--- src/rtl/dm_arbiter.sv ---
// dm_arbiter: two-port arbiter in front of a single-port synchronous data memory.
// Port 0 (processor) and port 1 (loader/debug) compete for the memory. Grants are
// registered state bits. Ties from IDLE go to the port that did not own last.
// A tenure is capped at MAX_BURST accesses while the other port is waiting.
// Read data returns one cycle after issue on the port that issued the read.
module dm_arbiter #(
  parameter int MAX_BURST = 8
) (
  input  logic        sysclk,
  input  logic        rst,

  input  logic        p0_req,
  input  logic        p0_we,
  input  logic [6:0]  p0_addr,
  input  logic [31:0] p0_wdata,
  output logic        p0_gnt,
  output logic        p0_rvalid,
  output logic [31:0] p0_rdata,

  input  logic        p1_req,
  input  logic        p1_we,
  input  logic [6:0]  p1_addr,
  input  logic [31:0] p1_wdata,
  output logic        p1_gnt,
  output logic        p1_rvalid,
  output logic [31:0] p1_rdata,

  output logic        DMclka,
  output logic        DMena,
  output logic        DMwea,
  output logic [6:0]  DMaddra,
  output logic [31:0] DMdina,
  input  logic [31:0] DMdouta
);

  typedef enum logic [1:0] {
    IDLE = 2'd0,
    OWN0 = 2'd1,
    OWN1 = 2'd2
  } state_t;

  // Count value at which the owner has issued its MAX_BURST-th access.
  localparam logic [3:0] BURST_LAST = 4'(MAX_BURST - 1);

  state_t      state;
  state_t      state_nxt;
  state_t      other_state;
  logic        last_owner;      // 0: port 0 owned last, 1: port 1 owned last
  logic        last_owner_nxt;
  logic [3:0]  burst_cnt;
  logic [3:0]  burst_cnt_nxt;
  logic        rvalid0_q;
  logic        rvalid1_q;

  logic        own_req;
  logic        own_we;
  logic        other_req;
  logic [6:0]  own_addr;
  logic [31:0] own_wdata;
  logic        issue;

  // Route the current owner's request onto a common set of signals.
  always_comb begin
    // NOTE: every signal driven here gets a default first; a path that leaves a
    // signal unassigned would otherwise infer a latch.
    own_req     = 1'b0;
    own_we      = 1'b0;
    other_req   = 1'b0;
    own_addr    = '0;
    own_wdata   = '0;
    other_state = IDLE;
    unique case (state)
      OWN0: begin
        own_req     = p0_req;
        own_we      = p0_we;
        other_req   = p1_req;
        own_addr    = p0_addr;
        own_wdata   = p0_wdata;
        other_state = OWN1;
      end
      OWN1: begin
        own_req     = p1_req;
        own_we      = p1_we;
        other_req   = p0_req;
        own_addr    = p1_addr;
        own_wdata   = p1_wdata;
        other_state = OWN0;
      end
      default: ;
    endcase
  end

  // An access goes out when the owner is requesting; nothing issues while reset
  // is being applied so a mid-tenure reset cannot leak a write into the memory.
  assign issue = rst & own_req;

  // Next-state, burst counting and tie-break bookkeeping.
  always_comb begin
    state_nxt      = state;
    burst_cnt_nxt  = burst_cnt;
    last_owner_nxt = last_owner;
    unique case (state)
      IDLE: begin
        if (p0_req && (!p1_req || last_owner)) begin
          state_nxt = OWN0;
        end else if (p1_req) begin
          state_nxt = OWN1;
        end
      end
      OWN0, OWN1: begin
        if (!own_req) begin
          // Owner released: hand straight over if the other port waits.
          state_nxt = other_req ? other_state : IDLE;
        end else if (burst_cnt == BURST_LAST) begin
          // Burst limit reached on this access: yield only if someone waits,
          // otherwise keep the memory and start a fresh burst window.
          if (other_req) begin
            state_nxt = other_state;
          end else begin
            burst_cnt_nxt = '0;
          end
        end else begin
          burst_cnt_nxt = burst_cnt + 4'd1;
        end
      end
      default: state_nxt = IDLE;
    endcase

    // Any change of state starts a new tenure.
    if (state_nxt != state) begin
      burst_cnt_nxt = '0;
      if (state_nxt == OWN0) begin
        last_owner_nxt = 1'b0;
      end else if (state_nxt == OWN1) begin
        last_owner_nxt = 1'b1;
      end
    end
  end

  // State, counters and read-return flags, cleared by synchronous reset.
  always_ff @(posedge sysclk) begin
    // NOTE: sequential state uses non-blocking assignments so every register
    // samples pre-edge values regardless of statement order.
    if (!rst) begin
      state      <= IDLE;
      last_owner <= 1'b1;
      burst_cnt  <= '0;
      rvalid0_q  <= 1'b0;
      rvalid1_q  <= 1'b0;
    end else begin
      state      <= state_nxt;
      last_owner <= last_owner_nxt;
      burst_cnt  <= burst_cnt_nxt;
      // The read's port is captured at issue, so it returns to the issuer even
      // when ownership changes on the same edge.
      rvalid0_q  <= issue & ~own_we & (state == OWN0);
      rvalid1_q  <= issue & ~own_we & (state == OWN1);
    end
  end

  // Port-side outputs; reset masks grants and returns in the reset cycle.
  assign p0_gnt    = rst & (state == OWN0);
  assign p1_gnt    = rst & (state == OWN1);
  assign p0_rvalid = rst & rvalid0_q;
  assign p1_rvalid = rst & rvalid1_q;
  assign p0_rdata  = DMdouta;
  assign p1_rdata  = DMdouta;

  // Memory-side outputs; address and data are zero while IDLE.
  assign DMclka  = sysclk;
  assign DMena   = issue;
  assign DMwea   = issue & own_we;
  assign DMaddra = own_addr;
  assign DMdina  = own_wdata;

endmodule

--- config.mk ---
export PLATFORM = sky130hd
export DESIGN_NAME = dm_arbiter
export DESIGN_NICKNAME = d
export VERILOG_FILES = /design/src/rtl/dm_arbiter.sv
export SDC_FILE = /design/constraint.sdc
export NUM_CORES = 1
export LEC_CHECK = 0
export CORE_AREA = 2 2 88 90
export DETAILED_ROUTE_END_ITERATION = 8
export DIE_AREA = 0 0 90 92
export MAX_ROUTING_LAYER = met4
export PLACE_DENSITY = 0.86
export SETUP_SLACK_MARGIN = 0.2
export SYNTH_ARGS = -nofsm -noshare
export SYNTH_HDL_FRONTEND = slang
export SYNTH_SLANG_ARGS = --single-unit
--- constraint.sdc ---
create_clock -name sysclk -period 3.35 [get_ports sysclk]
set_clock_uncertainty 0.15 [all_clocks]
set_input_delay 0.67 -clock sysclk [delete_from_list [all_inputs] [get_ports sysclk]]
set_output_delay 0.67 -clock sysclk [all_outputs]
set_load 0.02 [all_outputs]
==> results.txt <==
TritonRoute pass-1 iters: 4
Via density: 4.639
DR vias: 1,916
initial antenna violation count: 2
Buf+Inv Stages, Crit Path: 3
Compound-Gate Fraction of Synth Area: 26.76%
cell area after synthesis: 1674 sq um
Crit path arrival time: 2.20 ns
hpwl dp: 4.630 mm
worst-path fanout max: 2
total area of sequential cells: 180.2 sq um
simple-gate share of the synthesized area: 22.27%
Die ar.: 8280 sq um
Area Growth Syn to Fin: 63.83%
Synth Area in XOR/XNOR: 0.5232%
Post-Synth Adder-Cell Area: 4.484%
most frequent cells in the layout: 126 x clkdlybuf4s50_1, 42 x nor2_1, 39 x a22oi_1
status: finished clean
worst-margin pin slew: 0.4949 ns
Int Power: 514.1 uW
share of layout cells above drive strength 1: 7.120%
syn nets: 364
crit-path max cell delay: 0.31 ns
hold buffers post-CTS: 0
multiplexer area fraction after synthesis: 1.495%
Final Hold Vio Count: 0
GRT Util Overall: 13.65%
Final Cycle Share: 90.24%
Post-CTS Setup Repair Bufs: 0
Worst path most repeated cell: clkbuf_8
CTS tree: built
fillcell total: 771
Antenna Violating Nets Remaining: 0
max-cap check violation count: 0
kind of critical path: clock port to output port
Synth Warn #: 0
Startpoint Class: clock port
critical path, cell by cell: clkbuf_8 > clkbuf_8 > dlygate4sd2_1
Die Wd: 90 um
num rows: 32
Critical Path End Type: output port
WP data required: 2.53 ns
die height: 92 um
Seq/Total Area, Yosys: 10.76%
sequential share of power: 14.3%
final design utilization: 36.83%
Core Region: 7447 sq um
NetSw: 302.2 uW
largest net degree at the start of global routing: 29
initial drt markers: 54
commonest non-fill, non-tap cell in the layout: clkdlybuf4s50_1
PostCTS Resize Cnt: 3
RePlAce Congestion: 0.8795
# IOs: 226
pwr dens: 297.6 nW/um^2
multi-input logic area: 937.1 sq um
Slew HR: 66.70%
maximum clock rate: 331.9 MHz
flop-to-flop setup slack: 0.52 ns
Yosys reg bits: 9
Clk pin slew, worst setup/hold paths: 0.04 ns
final setup fails: 0
Initial Util: 22.48%
combinational power share: 55.6%
Residual DRC: 0
synth unique cells: 40
largest family of logic cells by synthesized area: buffers and inverters
first-pass GRT wire length: 9.163 mm
clk_lat worst skew: 0.33 ns
Max VDD drop: 0.1926 mV
CP max-delay cell: dlygate4sd2_1
minimum clock period: 3.023 ns
Max Slew Vio Count: 0
grt ovf: 0
clock power share: 30.1%
Cells after Synth: 242
cell family with most CP delay: buffers and inverters
switching part of the total: 37.02%
HP Class: flip-flop to flip-flop
Setup TNS: 0 ns
vias in the first global route: 1,857
drt total wl: 5.979 mm
syn_area_per_cell: 6.918 sq um
unrepaired setup endpoints after global routing: false
Avg WL per Cell: 14.48 um
IO Port Bufs: 129
NumNets Final: 432
leakage: 0.9820 nW
-- stage by stage --
| step | worst slack, ns | hold slack (ns) | power (mW) | area (sq um) | instances |
|---|---|---|---|---|---|
| after global placement | 0.2024 | 0.3152 | 0.5908 | 2623 | 404 |
| after detailed placement | 0.2081 | 0.3192 | 0.5991 | 2623 | 404 |
| final | 0.3268 | 0.3279 | 0.8163 | 2743 | 413 |
| after floorplan | 0.7210 | 0.3020 | 0.4857 | 1674 | 242 |
| after CTS | 0.2620 | 0.3251 | 0.8127 | 2710 | 411 |
| after global routing | 0.2038 | 0.3675 | 0.8715 | 2743 | 413 |
-- final timing paths --
kind,from,end,cells after the start
max,sysclk,DMclka,3
min,burst_cnt[1]$_SDFFE_PP0P_,burst_cnt[1]$_SDFFE_PP0P_,2
max reg2reg,state[1]$_SDFF_PN0_,last_owner$_SDFFE_PN1P_,11
min reg2reg,burst_cnt[1]$_SDFFE_PP0P_,burst_cnt[1]$_SDFFE_PP0P_,2
-- sequential cells by signal, indices dropped and copies added, names as in the netlist --
register,count
rvalid0_q,1
last_owner,1
state,2
rvalid1_q,1
burst_cnt,4
-- layout make-up --
class                      instances  share of cell area, %
inverter                           5                 0.7755
multi-input combinational        149                  34.17
timing repair buffer             138                  50.18
clock buffer                       8                  3.467
sequential                         9                  6.569
antenna                            2                 0.1825
tap                              102                  4.653
-- power by group through the flow --
stage | Clock [mW] | Combinational (mW) | Sequential [mW]
2_1_floorplan | 0.0349 | 0.331 | 0.120
3_3_place_gp | 0.0401 | 0.433 | 0.118
3_5_place_dp | 0.0401 | 0.441 | 0.118
4_1_cts | 0.248 | 0.448 | 0.117
5_1_grt | 0.261 | 0.494 | 0.117
6_report | 0.245 | 0.454 | 0.117
-- worst min-delay path: stages (launching register included) --
cell and delay [ns]:
dfxtp_1 0.32, nand2_1 0.06, a21boi_1 0.05
-- kinds of logic after synthesis --
kind of cell / after synthesis
AOI/OAI and AO/OA: 61
xor gates and xnor gates: 1
adders and majority gates: 6
buffers and inverters: 84
DFF: 9
muxes: 2
and+or+nand+nor: 79
-- routing by layer --
layer | up-vias | track usage, % | wire length (um) | part of all wire (%)
li1 | 919 | - | - | -
met1 | 865 | 15.51 | 2339 | 39
met2 | 102 | 21.80 | 2874 | 48
met3 | 30 | 4.601 | 615 | 10
met4 | 0 | 6.282 | 148 | 2.5
met5 | - | - | 0 | 0
-- cells in the mapped netlist --
library cell,number,area (sq um)
buf_4,66,495.5
nor3_1,1,5.000
inv_1,4,15.01
nand3b_1,1,7.510
nor2b_1,2,12.51
and3_1,3,18.77
mux2_4,1,15.01
o21a_1,1,7.510
o21ba_2,1,10.01
nor4bb_1,2,20.02
and3b_1,1,8.760
or4_4,1,11.26
xor2_1,1,8.760
nand3_1,3,15.01
or2b_1,1,7.510
nor2_1,42,157.7
a22oi_1,40,300.3
and2_1,6,37.54
ha_1,6,75.07
o211ai_1,3,22.52
a32oi_1,1,8.760
a311oi_1,1,8.760
dfxtp_1,9,180.2
a21oi_1,4,20.02
o31ai_1,1,7.510
nand2_1,12,45.04
buf_1,4,15.01
mux2i_1,1,10.01
a21o_1,1,7.510
or4_1,1,7.510
nand2b_1,1,6.260
o21ai_0,3,15.01
a21boi_0,1,7.510
a22o_1,1,8.760
a21boi_1,2,15.01
clkbuf_1,8,30.03
buf_2,1,5.000
o311ai_0,1,8.760
inv_2,1,3.750
nor4_1,2,12.51
Power figures use the tool's default switching activity.
